**config.mk**
```make
export PLATFORM = sky130hd
export DESIGN_NAME = alu_issue_ctrl_flat
export DESIGN_NICKNAME = d
export VERILOG_FILES = /design/src/rtl/alu_issue_ctrl_if.sv /design/src/rtl/alu_issue_ctrl.sv /design/src/flat_wrapper.sv
export SDC_FILE = /design/constraint.sdc
export NUM_CORES = 1
export LEC_CHECK = 0
export ABC_AREA = 1
export CORE_UTILIZATION = 55
export DETAILED_ROUTE_END_ITERATION = 8
export HOLD_SLACK_MARGIN = 0.06
export PLACE_DENSITY = 0.85
export SYNTH_ARGS = -nofsm -noshare
export SYNTH_HDL_FRONTEND = slang
export SYNTH_SLANG_ARGS = --single-unit
```
**constraint.sdc**
```tcl
create_clock -name clk -period 5.15 [get_ports clk]
set_input_delay 1.2875 -clock clk [delete_from_list [all_inputs] [get_ports clk]]
set_output_delay 1.2875 -clock clk [all_outputs]
set_load 0.01 [all_outputs]
```
**src/rtl/alu_issue_ctrl_if.sv**
```systemverilog
// Request, ALU-side and response signals of alu_issue_ctrl.
// slave is the controller's view; master is the surrounding datapath/ALU view.
interface alu_issue_ctrl_if #(parameter int WIDTH = 32);
  logic             req_valid;
  logic             req_ready;
  logic [WIDTH-1:0] req_src1;
  logic [WIDTH-1:0] req_src2;
  logic [3:0]       req_op;
  logic [WIDTH-1:0] alu_src1;
  logic [WIDTH-1:0] alu_src2;
  logic [3:0]       alu_ctrl;
  logic [WIDTH-1:0] alu_result;
  logic             alu_zero;
  logic             alu_cout;
  logic             alu_overflow;
  logic             rsp_valid;
  logic             rsp_ready;
  logic [WIDTH-1:0] rsp_result;
  logic             rsp_zero;
  logic             rsp_cout;
  logic             rsp_overflow;
  logic             rsp_err;
  logic             busy;

  modport slave (
    input  req_valid, req_src1, req_src2, req_op,
    input  alu_result, alu_zero, alu_cout, alu_overflow,
    input  rsp_ready,
    output req_ready, alu_src1, alu_src2, alu_ctrl,
    output rsp_valid, rsp_result, rsp_zero, rsp_cout, rsp_overflow, rsp_err,
    output busy
  );

  modport master (
    output req_valid, req_src1, req_src2, req_op,
    output alu_result, alu_zero, alu_cout, alu_overflow,
    output rsp_ready,
    input  req_ready, alu_src1, alu_src2, alu_ctrl,
    input  rsp_valid, rsp_result, rsp_zero, rsp_cout, rsp_overflow, rsp_err,
    input  busy
  );
endinterface

```
**src/rtl/alu_issue_ctrl.sv**
```systemverilog
// Issue operands to a registered ALU and collect results into an in-order response FIFO.
// Latency: response visible 3 edges after accept; one op per cycle sustained.
// Backpressure: req_ready is a registered credit check, so the FIFO never overflows.
module alu_issue_fifo #(
  parameter int W     = 8,
  parameter int DEPTH = 4
) (
  input  logic                     clk,
  input  logic                     rst_n,
  input  logic                     push_vld,
  input  logic [W-1:0]             push_dat,
  input  logic                     pop_rdy,
  output logic                     pop_vld,
  output logic [W-1:0]             pop_dat,
  output logic [$clog2(DEPTH):0]   count
);
  localparam int AW = $clog2(DEPTH);

  logic [W-1:0]  mem_q [DEPTH];
  logic [W-1:0]  mem_d [DEPTH];
  logic [AW-1:0] wr_ptr_q, wr_ptr_d;
  logic [AW-1:0] rd_ptr_q, rd_ptr_d;
  logic [AW:0]   count_q, count_d;
  logic          do_pop;

  always_comb begin
    mem_d    = mem_q;
    wr_ptr_d = wr_ptr_q;
    rd_ptr_d = rd_ptr_q;
    do_pop   = pop_rdy && (count_q != '0);
    if (push_vld) begin
      mem_d[wr_ptr_q] = push_dat;
      wr_ptr_d        = wr_ptr_q + AW'(1);
    end
    if (do_pop) begin
      rd_ptr_d = rd_ptr_q + AW'(1);
    end
    count_d = count_q + (AW+1)'(push_vld) - (AW+1)'(do_pop);
  end

  always_ff @(posedge clk or negedge rst_n) begin
    if (!rst_n) begin
      for (int i = 0; i < DEPTH; i++) mem_q[i] <= '0;
      wr_ptr_q <= '0;
      rd_ptr_q <= '0;
      count_q  <= '0;
    end else begin
      mem_q    <= mem_d;
      wr_ptr_q <= wr_ptr_d;
      rd_ptr_q <= rd_ptr_d;
      count_q  <= count_d;
    end
  end

  assign pop_vld = (count_q != '0);
  assign pop_dat = mem_q[rd_ptr_q];
  assign count   = count_q;
endmodule

module alu_issue_ctrl #(
  parameter int WIDTH = 32,
  parameter int DEPTH = 4
) (
  input logic          clk,
  input logic          rst_n,
  alu_issue_ctrl_if.slave io
);
  localparam int AW = $clog2(DEPTH);
  localparam logic [3:0] OP_AND = 4'b0000;
  localparam logic [3:0] OP_OR  = 4'b0001;
  localparam logic [3:0] OP_ADD = 4'b0010;
  localparam logic [3:0] OP_SUB = 4'b0110;
  localparam logic [3:0] OP_SLT = 4'b0111;
  localparam logic [3:0] OP_NOR = 4'b1100;

  typedef struct packed {
    logic [WIDTH-1:0] result;
    logic             zero;
    logic             cout;
    logic             overflow;
    logic             err;
  } rsp_t;

  typedef struct packed {
    logic vld;
    logic err;
    logic arith;
  } tag_t;

  tag_t             s1_q, s1_d, s2_q, s2_d;
  logic [WIDTH-1:0] src1_q, src1_d, src2_q, src2_d;
  logic [3:0]       ctrl_q, ctrl_d;
  logic             rdy_en_q, rdy_en_d;
  logic             op_legal, op_arith, accept, req_rdy;
  logic [AW+1:0]    credits_used;
  logic             push_vld;
  rsp_t             push_dat, head;
  logic             head_vld;
  logic [AW:0]      fifo_count;

  always_comb begin
    op_legal = 1'b0;
    case (io.req_op)
      OP_AND, OP_OR, OP_ADD, OP_SUB, OP_SLT, OP_NOR: op_legal = 1'b1;
      default:                                       op_legal = 1'b0;
    endcase
    op_arith = (io.req_op == OP_ADD) || (io.req_op == OP_SUB);

    // Every op in s1/s2 already owns a FIFO slot, so counting them keeps pushes lossless.
    credits_used = (AW+2)'(fifo_count) + (AW+2)'(s1_q.vld) + (AW+2)'(s2_q.vld);
    req_rdy      = rdy_en_q && (credits_used < (AW+2)'(DEPTH));
    accept       = io.req_valid && req_rdy;
    rdy_en_d     = 1'b1;

    src1_d = src1_q;
    src2_d = src2_q;
    ctrl_d = ctrl_q;
    s1_d   = '0;
    if (accept) begin
      s1_d.vld   = 1'b1;
      s1_d.err   = !op_legal;
      s1_d.arith = op_arith;
      if (op_legal) begin
        src1_d = io.req_src1;
        src2_d = io.req_src2;
        ctrl_d = io.req_op;
      end
    end
    s2_d = s1_q;

    push_vld = s2_q.vld;
    push_dat = '0;
    if (s2_q.err) begin
      push_dat.err = 1'b1;
    end else begin
      push_dat.result = io.alu_result;
      push_dat.zero   = io.alu_zero;
      if (s2_q.arith) begin
        push_dat.cout     = io.alu_cout;
        push_dat.overflow = io.alu_overflow;
      end
    end
  end

  always_ff @(posedge clk or negedge rst_n) begin
    if (!rst_n) begin
      s1_q     <= '0;
      s2_q     <= '0;
      src1_q   <= '0;
      src2_q   <= '0;
      ctrl_q   <= '0;
      rdy_en_q <= 1'b0;
    end else begin
      s1_q     <= s1_d;
      s2_q     <= s2_d;
      src1_q   <= src1_d;
      src2_q   <= src2_d;
      ctrl_q   <= ctrl_d;
      rdy_en_q <= rdy_en_d;
    end
  end

  alu_issue_fifo #(.W($bits(rsp_t)), .DEPTH(DEPTH)) u_rsp_fifo (
    .clk      (clk),
    .rst_n    (rst_n),
    .push_vld (push_vld),
    .push_dat (push_dat),
    .pop_rdy  (io.rsp_ready),
    .pop_vld  (head_vld),
    .pop_dat  (head),
    .count    (fifo_count)
  );

  assign io.req_ready    = req_rdy;
  assign io.alu_src1     = src1_q;
  assign io.alu_src2     = src2_q;
  assign io.alu_ctrl     = ctrl_q;
  assign io.rsp_valid    = head_vld;
  assign io.rsp_result   = head.result;
  assign io.rsp_zero     = head.zero;
  assign io.rsp_cout     = head.cout;
  assign io.rsp_overflow = head.overflow;
  assign io.rsp_err      = head.err;
  assign io.busy         = s1_q.vld | s2_q.vld | (fifo_count != '0);
endmodule

```
**src/flat_wrapper.sv**
```systemverilog
// flat-port wrapper written by rule: the top's interface ports become plain ports
module alu_issue_ctrl_flat 
#(
  parameter int WIDTH = 32,
  parameter int DEPTH = 4
)
  (clk, rst_n, io_req_valid, io_req_src1, io_req_src2, io_req_op, io_alu_result, io_alu_zero, io_alu_cout, io_alu_overflow, io_rsp_ready, io_req_ready, io_alu_src1, io_alu_src2, io_alu_ctrl, io_rsp_valid, io_rsp_result, io_rsp_zero, io_rsp_cout, io_rsp_overflow, io_rsp_err, io_busy);
  alu_issue_ctrl_if #(.WIDTH(WIDTH)) io_i ();
  input logic clk;
  input logic rst_n;
  input wire logic [$bits(io_i.req_valid)-1:0] io_req_valid;
  input wire logic [$bits(io_i.req_src1)-1:0] io_req_src1;
  input wire logic [$bits(io_i.req_src2)-1:0] io_req_src2;
  input wire logic [$bits(io_i.req_op)-1:0] io_req_op;
  input wire logic [$bits(io_i.alu_result)-1:0] io_alu_result;
  input wire logic [$bits(io_i.alu_zero)-1:0] io_alu_zero;
  input wire logic [$bits(io_i.alu_cout)-1:0] io_alu_cout;
  input wire logic [$bits(io_i.alu_overflow)-1:0] io_alu_overflow;
  input wire logic [$bits(io_i.rsp_ready)-1:0] io_rsp_ready;
  output wire logic [$bits(io_i.req_ready)-1:0] io_req_ready;
  output wire logic [$bits(io_i.alu_src1)-1:0] io_alu_src1;
  output wire logic [$bits(io_i.alu_src2)-1:0] io_alu_src2;
  output wire logic [$bits(io_i.alu_ctrl)-1:0] io_alu_ctrl;
  output wire logic [$bits(io_i.rsp_valid)-1:0] io_rsp_valid;
  output wire logic [$bits(io_i.rsp_result)-1:0] io_rsp_result;
  output wire logic [$bits(io_i.rsp_zero)-1:0] io_rsp_zero;
  output wire logic [$bits(io_i.rsp_cout)-1:0] io_rsp_cout;
  output wire logic [$bits(io_i.rsp_overflow)-1:0] io_rsp_overflow;
  output wire logic [$bits(io_i.rsp_err)-1:0] io_rsp_err;
  output wire logic [$bits(io_i.busy)-1:0] io_busy;
  assign io_i.req_valid = io_req_valid;
  assign io_i.req_src1 = io_req_src1;
  assign io_i.req_src2 = io_req_src2;
  assign io_i.req_op = io_req_op;
  assign io_i.alu_result = io_alu_result;
  assign io_i.alu_zero = io_alu_zero;
  assign io_i.alu_cout = io_alu_cout;
  assign io_i.alu_overflow = io_alu_overflow;
  assign io_i.rsp_ready = io_rsp_ready;
  assign io_req_ready = io_i.req_ready;
  assign io_alu_src1 = io_i.alu_src1;
  assign io_alu_src2 = io_i.alu_src2;
  assign io_alu_ctrl = io_i.alu_ctrl;
  assign io_rsp_valid = io_i.rsp_valid;
  assign io_rsp_result = io_i.rsp_result;
  assign io_rsp_zero = io_i.rsp_zero;
  assign io_rsp_cout = io_i.rsp_cout;
  assign io_rsp_overflow = io_i.rsp_overflow;
  assign io_rsp_err = io_i.rsp_err;
  assign io_busy = io_i.busy;
  alu_issue_ctrl #(.WIDTH(WIDTH), .DEPTH(DEPTH)) u_core (.clk(clk), .rst_n(rst_n), .io(io_i));
endmodule
```
# After elaboration in Yosys (flattened, before gate mapping)
# Index checks and enable logic that the tools add are counted.
[op_classes]
addsub = 6
bitwise_logic = 4
n_eq_ne = 5
n_reduce_logical = 10
order_cmp = 4
mux = 11
[op_table]
columns = ["operator", "n"]
rows = [
  ["$bwmux W144", 1],
  ["$mux W36", 3],
  ["$bmux W36 S2", 1],
  ["$demux W36 S2", 1],
  ["$mux W35", 1],
  ["$eq A4 B3 Y1 const B", 2],
  ["$ge A3 B3 Y1 const B", 2],
  ["$not A2 Y3", 2],
  ["$reduce_or A6 Y1", 1],
  ["$add A2 B1 Y2 const B", 2],
  ["$add A3 B1 Y4", 1],
  ["$add A4 B1 Y4", 1],
  ["$eq A4 B1 Y1 const B", 1],
  ["$eq A4 B2 Y1 const B", 1],
  ["$eq A4 B4 Y1 const B", 1],
  ["$logic_and A1 B1 Y1", 4],
  ["$logic_not A4 Y1", 1],
  ["$lt A4 B3 Y1 const B", 1],
  ["$add A3 B1 Y3", 1],
  ["$lt A3 B1 Y1 const B", 1],
  ["$mux W3", 1],
  ["$reduce_bool A3 Y1", 1],
  ["$sub A3 B1 Y3", 1],
  ["$mux W1", 2],
  ["other kinds (5)", 6],
]
[word_totals]
output_inout_bits = 107
input_bits = 107
word_cells = 57
regBits = 226

# Logic depth before layout (Yosys ltp)
[depth]
ltp_word = 6
mapped_depth = 11
ltp_nobuf = 10

# Modules after synthesis
# A second synthesis with hierarchy kept.
[unflattened]
hier_cells = 1260
hier_area_um2 = 10102.2
[modules_own_cells]
columns = ["mod", "area_per_inst_um2", "cells_each", "seq_area_each_um2", "n_inst"]
rows = [
  ["alu_issue_fifo", 6841.6, 856, 3778.6, 1],
  ["alu_issue_ctrl", 3260.6, 404, 1876.8, 1],
]

# Worst setup path before layout
# OpenSTA, ideal clock, no wires.
[synth_path]
path_kind = "reg2out"
startpoint = "register u_core.u_rsp_fifo.rd_ptr_q[0]"
endpoint = "output io_rsp_result[10]"
required_ps = 3863
n_path_buf = 2
arrival_ps = 1249
stages_incl_launch_ff = 6
setup_slack_ps = 2614
cell_sequence = "dfrtp_1 -> clkbuf_1 -> inv_2 -> clkbuf_1 -> nor2_1 -> o22ai_1"
[synth_via]
elab_chain_len = 4
[synth_rtl]
columns = ["item", "line", "text"]
rows = [
  ["from (decl)", "alu_issue_ctrl.sv:22", "logic [AW-1:0] rd_ptr_q, rd_ptr_d;"],
  ["from (signal assigned)", "alu_issue_ctrl.sv:50", "rd_ptr_q <= rd_ptr_d;"],
  ["$not A2 Y3 (implied by the code)", "alu_issue_ctrl.sv:56", "assign pop_dat = mem_q[rd_ptr_q];"],
  ["$bmux W36 S2", "alu_issue_ctrl.sv:56", ""],
  ["$mux W36 (implied by the code) (2 in a row)", "alu_issue_ctrl.sv:56", ""],
  ["to (decl)", "flat_wrapper.sv:25", "output wire logic [$bits(io_i.rsp_result)-1:0] io_rsp_result;"],
]
# No other way between the ends. The select of a mux whose other input is x is not followed.

# Worst setup path after layout
[layout_path]
startpoint = "register u_core.u_rsp_fifo.rd_ptr_q[0]"
endpoint = "output io_rsp_result[31]"
# The elaborated chain is that of the path after synthesis.

==> run_results.csv <==
group,metric,value,unit
cts,ctsRootBufferMaster,"clkbuf_16",
sta,fin_setup_tns,0,ps
synth,synth_top_area_frac,0.568,
synth,synth_nets,1372,
synth,seq_area_frac_synth,0.568,
cells_and_area,fin_cells,1679,
pwr,p_total,0.00833,W
synth,synth_largest_area_cell,"dfrtp_1",
drt,drt_iter0_drc,652,
cells_and_area,layout_common_cells,"nand2_1 (579), dfrtp_1 (225), clkdlybuf4s50_1 (212)",
pwr,power.switching,0.00307,W
pwr,clockPowerShare,0.191,
place,post-dp-hpwl,17.0,mm
drt,via_per_inst,5.41,
pwr,power_density,644,nW/um^2
global_route,grt_pass1_vias,9197,
global_route,grt_util_all_layers,0.311,
cts,cts.htree.levels,1,
cts,cts_resized,0,
pwr,power_frac_seq,0.380,
cells_and_area,drive_above_1_share,0.0399,
cts,clk_latency,510,ps
sta,fmax,247,MHz
die,rows,48,
die,die-area,18600,um^2
sta,setup_viol,0,
sta,finalCritPeriodShare,0.786,
cts,clk_path_buf_depth,3,
die,pin_count,214,
die,core-area,17500,um^2
setup_path,worstSetupPathType,"flip-flop to primary output",
drt,ant_nets,0,
cells_and_area,final_common_cell,"nand2_1",
pwr,p_int,0.00527,W
sta,relSlewSlack,0.237,
sta,period_minus_slack,4050,ps
sta,hold_viol_final,0,
die,chipHeight,137,um
synth,synth.area.top_cells,"dfrtp_1 (57%), nand2_1 (22%), nor2_1 (4.2%)",
setup_path,crit_required,3860,ps
cells_and_area,final_util,0.740,
sta,worst_pin_slew,1140,ps
synth,yosysWarnings,0,
place,dp.cells,1637,
pwr,vdd_drop_max,436,uV
setup_path,cp-start-kind,"flip-flop",
sta,layout_setup_ws,1100,ps
flow_run,max-cap-violations,0,
cts,cts_buffers,24,
cts,cts.sinks,226,
place,place_congestion,0.784,
cts,clkTransAtPathRegs,60,ps
outcome,outcome,"finished clean",
drt,drcViolationCount,0,
cells_and_area,fin_nets,1554,
pwr,combPwrFrac,0.429,
synth,synth-seq-cells,226,
drt,wl_per_cell,16.5,um
sta,skew,11.6,ps
global_route,overflow,0,
cells_and_area,area_delta_synth_final,30.0,%
min_path,hold_path_class,"flip-flop to flip-flop",
global_route,grt_pass1_wl,45.4,mm
drt,wl,27.7,mm
pwr,p_sw_frac,0.368,
pwr,p_leak,6.53,nW
synth,syn_area_per_cell,7.93,um^2
setup_path,worstPathArrival,2760,ps
global_route,grt_max_degree,104,
setup_path,critPathCaptureType,"primary output",
cts,post-cts-setup-buffers,0,
setup_path,cp_max_fo,58,
die,initial_core_util,0.570,
place,pre_cts_slack,1550,ps
global_route,grt_antenna_before_repair,2,
sta,slew_violations,0,
cts,cts_tree,"built",
drt,drt_pre_antenna_iters,5,
place,io_buffers,213,
drt,vias,9091,
sta,rsz0062_at_grt,"false",
synth,ys_types,25,
synth,synthesis.instances,1256,
synth,synth_area,9960,um^2
cts,cts_hold_buf,0,
die,die_w,137,um
==> through the flow <==
step / hold slack [ps] / area, um^2
2_1_floorplan: 331 / 9960
4_1_cts: 353 / 12900
3_3_place_gp: 334 / 12200
6_report: 351 / 12900
3_5_place_dp: 339 / 12200
5_1_grt: 367 / 12900
==> layer usage <==
metal / routed length, um / global-route usage
met5: 0 / 0
met4: 850 / 0.114
met3: 2570 / 0.0867
met2: 13500 / 0.523
met1: 10700 / 0.382
==> Yosys cell counts <==
cell      instances
o21ai_0          77
nor2_2            1
nand4_2           1
inv_1            50
nand3_1          71
nand3_2           1
inv_2             3
a21oi_1           2
nor3_1            2
fa_1              1
buf_2             9
buf_4             2
or3_1             1
nand2_1         579
clkbuf_1         52
clkinv_1          4
xor2_1            3
dfrtp_1         226
nor2_1          112
ha_1              8
buf_6             1
conb_1            1
nor2_4            1
o22ai_1          36
buf_1            12
==> kinds of logic after synthesis <==
logic type / share of synthesized area
flops: 0.568
xor+xnor: 0.00264
buf+inv: 0.0528
simple gates: 0.302
other cells: 0.000377
compound gates: 0.0623
fa+ha+maj: 0.0121
==> path summary, 6_finish.rpt <==
kind	start	endpoint	slack, ps	cells after the start
max	u_core.u_rsp_fifo.rd_ptr_q[0]$_DFFE_PN0P_	io_rsp_result[31]	1100	5
min	u_core.s1_q[1]$_DFF_PN0_	u_core.s2_q[1]$_DFF_PN0_	350	0
max reg2reg	u_core.u_rsp_fifo.wr_ptr_q[0]$_DFFE_PN0P_	u_core.u_rsp_fifo.mem_q[38]$_DFFE_PN0P_	2380	7
min reg2reg	u_core.s1_q[1]$_DFF_PN0_	u_core.s2_q[1]$_DFF_PN0_	350	0
max in group asynchronous	rst_n	u_core.u_rsp_fifo.mem_q[87]$_DFFE_PN0P_	3310	2
min in group asynchronous	rst_n	u_core.u_rsp_fifo.mem_q[32]$_DFFE_PN0P_	830	1
==> area by class of cell <==
class	instances	area (um^2)
inverters	57	214
multi-input cells	897	3780
flip-flops and latches	226	5660
diodes	2	5.00
repair buffers	232	2290
fillers	1306	4540
well taps	225	282
clock buffers	37	691
clock inverters	3	18.8
==> flip-flops by register name (all words and copies together) (netlist names) <==
register / cells
u_core.u_rsp_fifo.mem_q: 144
u_core.io.alu_src1: 32
u_core.io.alu_src2: 32
u_core.io.alu_ctrl: 4
u_core.s1_q: 3
u_core.u_rsp_fifo.count: 3
u_core.s2_q: 2
u_core.u_rsp_fifo.rd_ptr_q: 2
u_core.u_rsp_fifo.wr_ptr_q: 2
u_core.push_vld: 1
u_core.rdy_en_q: 1
==> worst max-delay path, stage by stage, from the launching register on <==
cell             delay (ps)
dfrtp_2                 400
inv_2                   710
buf_4                   340
nor2_1                   60
o22ai_1                 170
clkdlybuf4s50_1         550
==> power groups by stage <==
stage | Sequential, W | Clock (W) | Combinational, W
finish | 0.00317 | 0.00159 | 0.00358
CTS | 0.00315 | 0.00160 | 0.00359
global route | 0.00327 | 0.00168 | 0.00396
floorplan | 0.00318 | 0 | 0.00175
global placement | 0.00314 | 0 | 0.00345
detailed placement | 0.00315 | 0 | 0.00356
Power figures use the tool's default switching activity.
